[src/rtl/pcie_tx_arb_pkg.sv]
// rtl/pcie_tx_arb_pkg.sv - shared types and constants for the PCIe TX arbiter
package pcie_tx_arb_pkg;

    typedef enum logic [1:0] {
        IDLE = 2'd0,
        GNT0 = 2'd1,
        GNT1 = 2'd2
    } arb_state_t;

    localparam logic SRC_PIO = 1'b0;
    localparam logic SRC_INJ = 1'b1;

    localparam int TX_DATA_WIDTH = 64;
    localparam int TX_KEEP_WIDTH = TX_DATA_WIDTH / 8;
    localparam int TX_USER_WIDTH = 4;

    typedef struct packed {
        logic                     tvalid;
        logic                     tlast;
        logic [TX_KEEP_WIDTH-1:0] tkeep;
        logic [TX_DATA_WIDTH-1:0] tdata;
        logic [TX_USER_WIDTH-1:0] tuser;
    } axis_tx_beat_t;

    // A weight of zero would starve the port, so it behaves as one.
    function automatic int eff_weight(input int w);
        return (w <= 0) ? 1 : w;
    endfunction

endpackage

[src/rtl/pcie_tx_arbiter.sv]
// rtl/pcie_tx_arbiter.sv - packet-granular weighted round-robin arbiter for the PCIe core TX port
module pcie_tx_arbiter
    import pcie_tx_arb_pkg::*;
#(
    parameter int C_DATA_WIDTH = 64,
    parameter int KEEP_WIDTH   = C_DATA_WIDTH / 8,
    parameter int W0           = 4,
    parameter int W1           = 4
) (
    input  logic                    pcie_clk,
    input  logic                    pcie_rst_n,
    input  logic                    s0_tvalid,
    output logic                    s0_tready,
    input  logic                    s0_tlast,
    input  logic [KEEP_WIDTH-1:0]   s0_tkeep,
    input  logic [C_DATA_WIDTH-1:0] s0_tdata,
    input  logic [3:0]              s0_tuser,
    input  logic                    s1_tvalid,
    output logic                    s1_tready,
    input  logic                    s1_tlast,
    input  logic [KEEP_WIDTH-1:0]   s1_tkeep,
    input  logic [C_DATA_WIDTH-1:0] s1_tdata,
    input  logic [3:0]              s1_tuser,
    output logic                    m_tvalid,
    input  logic                    m_tready,
    output logic                    m_tlast,
    output logic [KEEP_WIDTH-1:0]   m_tkeep,
    output logic [C_DATA_WIDTH-1:0] m_tdata,
    output logic [3:0]              m_tuser,
    output logic [1:0]              grant,
    output logic                    busy,
    output logic [31:0]             stat_pkt0,
    output logic [31:0]             stat_pkt1
);

    localparam int W0_EFF  = eff_weight(W0);
    localparam int W1_EFF  = eff_weight(W1);
    localparam int CNT_MAX = (W0_EFF > W1_EFF) ? W0_EFF : W1_EFF;
    localparam int CNT_W   = $clog2(CNT_MAX + 1);
    localparam logic [CNT_W:0] W0_LIM = W0_EFF[CNT_W:0];
    localparam logic [CNT_W:0] W1_LIM = W1_EFF[CNT_W:0];

    arb_state_t       state_q, state_d;
    logic [CNT_W-1:0] cnt_q, cnt_d;
    logic [CNT_W:0]   cnt_inc;
    logic             last_q, last_d;
    logic             busy_q;
    logic [31:0]      stat_pkt0_q, stat_pkt1_q;
    logic             sel1;
    logic             xfer, eop;

    // Datapath follows the owner combinationally; IDLE shows source 0 but never valid.
    assign sel1    = (state_q == GNT1);
    assign m_tlast = sel1 ? s1_tlast : s0_tlast;
    assign m_tkeep = sel1 ? s1_tkeep : s0_tkeep;
    assign m_tdata = sel1 ? s1_tdata : s0_tdata;
    assign m_tuser = sel1 ? s1_tuser : s0_tuser;

    always_comb begin
        grant     = 2'b00;
        m_tvalid  = 1'b0;
        s0_tready = 1'b0;
        s1_tready = 1'b0;
        case (state_q)
            GNT0: begin
                grant     = 2'b01;
                m_tvalid  = s0_tvalid;
                s0_tready = m_tready;
            end
            GNT1: begin
                grant     = 2'b10;
                m_tvalid  = s1_tvalid;
                s1_tready = m_tready;
            end
            default: ;
        endcase
    end

    assign xfer      = m_tvalid & m_tready;
    assign eop       = xfer & m_tlast;
    assign cnt_inc   = {1'b0, cnt_q} + (CNT_W + 1)'(1);
    assign busy      = busy_q;
    assign stat_pkt0 = stat_pkt0_q;
    assign stat_pkt1 = stat_pkt1_q;

    always_comb begin
        state_d = state_q;
        cnt_d   = cnt_q;
        last_d  = last_q;
        case (state_q)
            IDLE: begin
                if (s0_tvalid && (!s1_tvalid || last_q == SRC_INJ)) begin
                    state_d = GNT0;
                    cnt_d   = '0;
                end else if (s1_tvalid) begin
                    state_d = GNT1;
                    cnt_d   = '0;
                end
            end
            GNT0: begin
                if (eop) begin
                    last_d = SRC_PIO;
                    if (cnt_inc >= W0_LIM) begin
                        cnt_d = '0;
                        if (s1_tvalid) state_d = GNT1;
                    end else begin
                        cnt_d = cnt_inc[CNT_W-1:0];
                    end
                end else if (!busy_q && !s0_tvalid) begin
                    cnt_d   = '0;
                    state_d = s1_tvalid ? GNT1 : IDLE;
                end
            end
            GNT1: begin
                if (eop) begin
                    last_d = SRC_INJ;
                    if (cnt_inc >= W1_LIM) begin
                        cnt_d = '0;
                        if (s0_tvalid) state_d = GNT0;
                    end else begin
                        cnt_d = cnt_inc[CNT_W-1:0];
                    end
                end else if (!busy_q && !s1_tvalid) begin
                    cnt_d   = '0;
                    state_d = s0_tvalid ? GNT0 : IDLE;
                end
            end
            default: begin
                state_d = IDLE;
                cnt_d   = '0;
            end
        endcase
    end

    always_ff @(posedge pcie_clk or negedge pcie_rst_n) begin
        if (!pcie_rst_n) begin
            state_q     <= IDLE;
            cnt_q       <= '0;
            last_q      <= SRC_INJ;
            busy_q      <= 1'b0;
            stat_pkt0_q <= '0;
            stat_pkt1_q <= '0;
        end else begin
            state_q <= state_d;
            cnt_q   <= cnt_d;
            last_q  <= last_d;
            if (xfer) busy_q <= ~m_tlast;
            if (eop && state_q == GNT0) stat_pkt0_q <= stat_pkt0_q + 32'd1;
            if (eop && state_q == GNT1) stat_pkt1_q <= stat_pkt1_q + 32'd1;
        end
    end

endmodule

[config.mk]
export PLATFORM = sky130hd
export DESIGN_NAME = pcie_tx_arbiter
export DESIGN_NICKNAME = d
export VERILOG_FILES = /design/src/rtl/pcie_tx_arb_pkg.sv /design/src/rtl/pcie_tx_arbiter.sv
export SDC_FILE = /design/constraint.sdc
export NUM_CORES = 1
export LEC_CHECK = 0
export BUFFER_PORTS_ARGS = -buffer_cell sky130_fd_sc_hd__buf_4
export CAP_MARGIN = 20
export CORE_AREA = 2 2 118 120
export DETAILED_ROUTE_END_ITERATION = 12
export DIE_AREA = 0 0 120 122
export MAX_ROUTING_LAYER = met4
export PLACE_DENSITY_LB_ADDON = 0.2
export SLEW_MARGIN = 20
export SYNTH_ARGS = -nofsm -noshare
export SYNTH_HDL_FRONTEND = slang
export SYNTH_SLANG_ARGS = --single-unit
[constraint.sdc]
create_clock -name pcie_clk -period 2.7 [get_ports pcie_clk]
set_input_delay 0.54 -clock pcie_clk [delete_from_list [all_inputs] [get_ports pcie_clk]]
set_output_delay 0.54 -clock pcie_clk [all_outputs]
set_load 0.02 [all_outputs]
# Word level (Yosys, flattened, before mapping)
# Index checks and enable logic that the tools add are counted.
# op_classes
addsub	3
multipliers	0
div	0
order_cmp	1
n_eq_ne	10
shifts	0
muxes	31
bitwise_logic	3
n_reduce_logical	14
# ops
operator	n
adder 32 x 1 -> 32 bit (second input constant)	2
two-way mux 64 bit	1
two-way mux 3 bit	7
two-way mux 2 bit	10
inequality test 3 bit (second input constant)	4
case mux 3 bit (3 select lines)	1
two-way mux 8 bit	1
two-way mux 1 bit	6
case mux 2 bit (3 select lines)	1
AND reduction 3 bit	2
logical AND 1 bit	5
AND reduction 5 bit	1
adder 3 x 1 -> 4 bit (second input constant)	1
greater-or-equal comparator 4 x 3 -> 1 bit (second input constant)	1
two-way mux 4 bit	1
case mux 1 bit (2 select lines)	2
case mux 2 bit (2 select lines)	1
zero test 1 bit	3
inequality test 3 x 1 -> 1 bit (second input constant)	1
inequality test 3 x 2 -> 1 bit (second input constant)	1
bitwise AND 1 bit	2
== test 2 x 1 -> 1 bit (second input constant)	1
== test 2 bit (second input constant)	1
zero test 2 bit	1
other kinds (5)	5
# word_totals
ff_bits	71
latch_bits	0
mem_bits_rw	0
mem_bits_ro	0
in_bits	159
out_inout_bits	147
wordCells	68
memories	0

# Depth between registers and ports, before layout
# depth
word_depth	6
ltp_mapped	9
depth_no_buf	8

# Least setup slack after synthesis
# Ideal clock, no wire load.
# synth_timing
kind	register to output
from	reg state_q[0]
to	out m_tdata[46]
arrival_time_ns	2.140
path_slack_ns	0.020
path_stages_with_launch	7
n_path_buf	3
path_cell_list	dfrtp_1 -> inv_1 -> ha_1 -> clkbuf_1 -> buf_1 -> buf_1 -> mux2_2
# synth_between
elab_chain_len	2
# synth_rtl
item	line_no	rtl
from (decl)	pcie_tx_arbiter.sv:43	arb_state_t state_q, state_d;
from (signal assigned)	pcie_tx_arbiter.sv:144	state_q <= state_d;
== test 2 bit	pcie_tx_arbiter.sv:53	assign sel1 = (state_q == GNT1);
two-way mux 64 bit	pcie_tx_arbiter.sv:56	assign m_tdata = sel1 ? s1_tdata : s0_tdata;
to (decl)	pcie_tx_arbiter.sv:28	output logic [C_DATA_WIDTH-1:0] m_tdata,
# Every way passes these cells.

# Worst setup path in the final report
# layout_timing
from	reg state_q[0]
to	out m_tdata[48]
# Same word-level chain as after synthesis.

==> flow_summary.json <==
{
  "max_slew_margin_pct": 40.16,
  "post_cts_resized": 0,
  "clock_tree.buffer_depth": 2,
  "detail-route-antenna-nets": 0,
  "max-vdd-ir-drop_mv": 0.2871,
  "num-nets-final": 893,
  "numCtsBuffers": 9,
  "fin_crit_sh_pct": 96.18,
  "timing_max_transition_violations_final": 0,
  "post_synth_num_cell_types": 43,
  "drcViolationCount": 0,
  "post_cts_hold_buffers": 0,
  "ys_seq_area_share_pct": 40.32,
  "synth_enable_flop_cells": 0,
  "synth_warn": 0,
  "power_frac_clock_pct": 25.5,
  "place_worst_setup_slack_ns": 0.2660,
  "crit_arrival_ns": 2.06,
  "grt_pass1_vias": 4435,
  "dp.final_hpwl_mm": 14.84,
  "syn_nets": 587,
  "synth_flop_type": "dfrtp_1",
  "net-switching-power_mw": 1.487,
  "drt-wirelength-per-cell_um": 19.38,
  "netlist_instances": 419,
  "clock_sinks": 71,
  "cellInternalPower_mw": 2.685,
  "grt_overflow": 0,
  "crit_type": "flip-flop to output pin",
  "design.core.area_um2": 13500,
  "die_x_um": 120,
  "syn-mean-instance-area_um2": 10.52,
  "postLayoutSetupSlackWorst_ns": 0.1031,
  "critPathCaptureType": "output pin",
  "drt-vias-per-instance": 4.883,
  "crit_path_max_fanout": 33,
  "layout.cell_area.non_filler_um2": 7198,
  "cts_root_buffer": "clkbuf_16",
  "path_clk_slew_ns": 0.06,
  "setup_violations": 0,
  "timing.final.crit_period_ns": 2.597,
  "drt-initial-drc-count": 248,
  "setup-tns-final_ns": 0,
  "pin_count_of_the_biggest_net_entering_global_routing": 72,
  "initial_utilization_pct": 32.65,
  "run_status": "finished clean",
  "post_route_cells_drive_above_1_share_pct": 57.12,
  "max_cap_violations": 0,
  "power_per_cell_area_nw_per_um2": 579.5,
  "timing.fmax_ghz": 0.3851,
  "syn_area_um2": 4409,
  "tritoncts": "done",
  "async_reset_ff_share_pct": 100.0,
  "yosys.area.top_type": "dfrtp_1",
  "power.static_leakage_nw": 3.593,
  "gpl.final_weighted_congestion": 0.9021,
  "antenna_found_initial": 2,
  "track_usage_pct": 24.13,
  "totalPowerFinal_mw": 4.172,
  "dieHeight_um": 122,
  "report.final.hold_viol_count": 0,
  "switching_share_pct": 35.64,
  "power.combinational.fraction_pct": 46.8,
  "worst_ep_required_time_ns": 2.16,
  "cts_post_setup_buffers_inserted": 0,
  "ios": 306,
  "grt_pass1_wl_mm": 25.73,
  "core_rows": 43,
  "htree_levels": 3,
  "synth.most_common_cell": "mux2_2",
  "place.port_buffers": 305,
  "post_synth_main_area_contributors": "dfrtp_1 (40%), mux2_2 (21%), xnor2_1 (8.1%), xor2_1 (4.2%), nand3_1 (3.5%)",
  "worstSkewPairLatency_ns": 0.33,
  "clock_skew_ns": 0.003820,
  "routed_wl_mm": 17.67,
  "synthTopCellsByCount": "mux2_2 (81), dfrtp_1 (70), xnor2_1 (41), nand2_1 (32), nand3_1 (31)",
  "worstHoldPathType": "input port to asynchronous set/reset pin",
  "synth-seq-cells": 71,
  "power.sequential.fraction_pct": 27.8,
  "num_vias": 4453,
  "drt_first_pass_iters": 4,
  "synth_largest_type_area_fraction_pct": 39.73,
  "dieArea_um2": 14640,
  "grt_setup_unrepaired": "false",
  "syn_to_final_growth_pct": 63.25,
  "startpoint_type": "flip-flop",
  "placement.cell_area_um2": 6923,
  "worst-slew-pin-transition_ns": 0.8976
}
-- final cells by class --
cell class                      count  area [um^2]
Clock buffer                       10        229.0
Clock inverter                      6        37.54
Timing Repair Buffer              311         2351
Sequential cell                    71         1778
Fill cell                        1215         6306
Antenna cell                        2        5.005
Inverter                           14        52.55
Multi-Input combinational cell    318         2520
Tap cell                          180        225.2
-- placed cells by master, fill, tap and decap left out, types with 12 or more instances in the layout --
cell     count
xor2_1      21
nand2_1     32
inv_1       14
nand3_1     31
nand4_1     12
and3_1      12
mux2_2      81
dfrtp_1     70
xnor2_1     41
buf_4      309
nor3_1      17
-- cells by family after synthesis --
family | Yosys count | synth area share, %
AND/OR/NAND/NOR | 144 | 18.08
multiplexers | 81 | 20.69
flip-flops | 71 | 40.32
XOR/XNOR | 62 | 12.32
buffers and inverters | 30 | 2.809
AO/OA/AOI/OAI | 22 | 3.235
adder cells (fa/ha/maj) | 9 | 2.554
-- worst paths after layout --
path | from | end | slack, ns | cells after the start
min reg2reg | stat_pkt1[31]$_DFFE_PN0P_ | stat_pkt1[31]$_DFFE_PN0P_ | 0.47 | 1
min in group pcie_clk | stat_pkt1[31]$_DFFE_PN0P_ | stat_pkt1[31]$_DFFE_PN0P_ | 0.47 | 1
max | state_q[0]$_DFFE_PN0P_ | m_tdata[48] | 0.10 | 5
max in group asynchronous | pcie_rst_n | stat_pkt0[2]$_DFFE_PN0P_ | 1.78 | 1
min | pcie_rst_n | stat_pkt0[27]$_DFFE_PN0P_ | 0.33 | 1
max reg2reg | state_q[0]$_DFFE_PN0P_ | stat_pkt0[28]$_DFFE_PN0P_ | 0.24 | 7
-- through the flow --
step	hold WS [ns]	util (%)	cells
global route	0.4286	53.30	912
detailed placement	0.4762	51.26	894
global placement	0.4663	51.26	894
finish	0.3337	53.30	912
floorplan	0.2444	-	419
CTS	0.3863	53.24	910
-- layer usage --
metal / routed length (um) / global-route usage [%] / part of all wire, % / vias to the layer above
met3: 1464 / 4.963 / 8.3 / 11
met4: 149 / 4.559 / 0.84 / 0
met1: 7666 / 33.41 / 43 / 2148
met5: 0 / - / 0 / -
met2: 8392 / 36.86 / 47 / 195
li1: - / - / - / 2099
-- sequential cells by signal, summed over array words and instances, names as in the netlist --
| register | cells |
|---|---|
| last_q | 1 |
| stat_pkt0 | 32 |
| cnt_q | 3 |
| stat_pkt1 | 32 |
| busy | 1 |
| state_q | 2 |
-- power groups by stage --
stage	clock network [mW]	logic (mW)	registers, mW
after floorplan	0	1.11	1.18
after global placement	0	1.93	1.17
after detailed placement	0	1.94	1.18
after CTS	1.08	1.95	1.16
after global routing	1.13	2.07	1.16
final	1.06	1.95	1.16
-- critical path, stage by stage (launching register included) --
cell and delay [ns]:
dfrtp_1 0.45, inv_1 0.18, ha_4 0.23, buf_6 0.30, mux2_2 0.39, buf_4 0.16
Note: power is estimated with default switching activity, not from simulation.
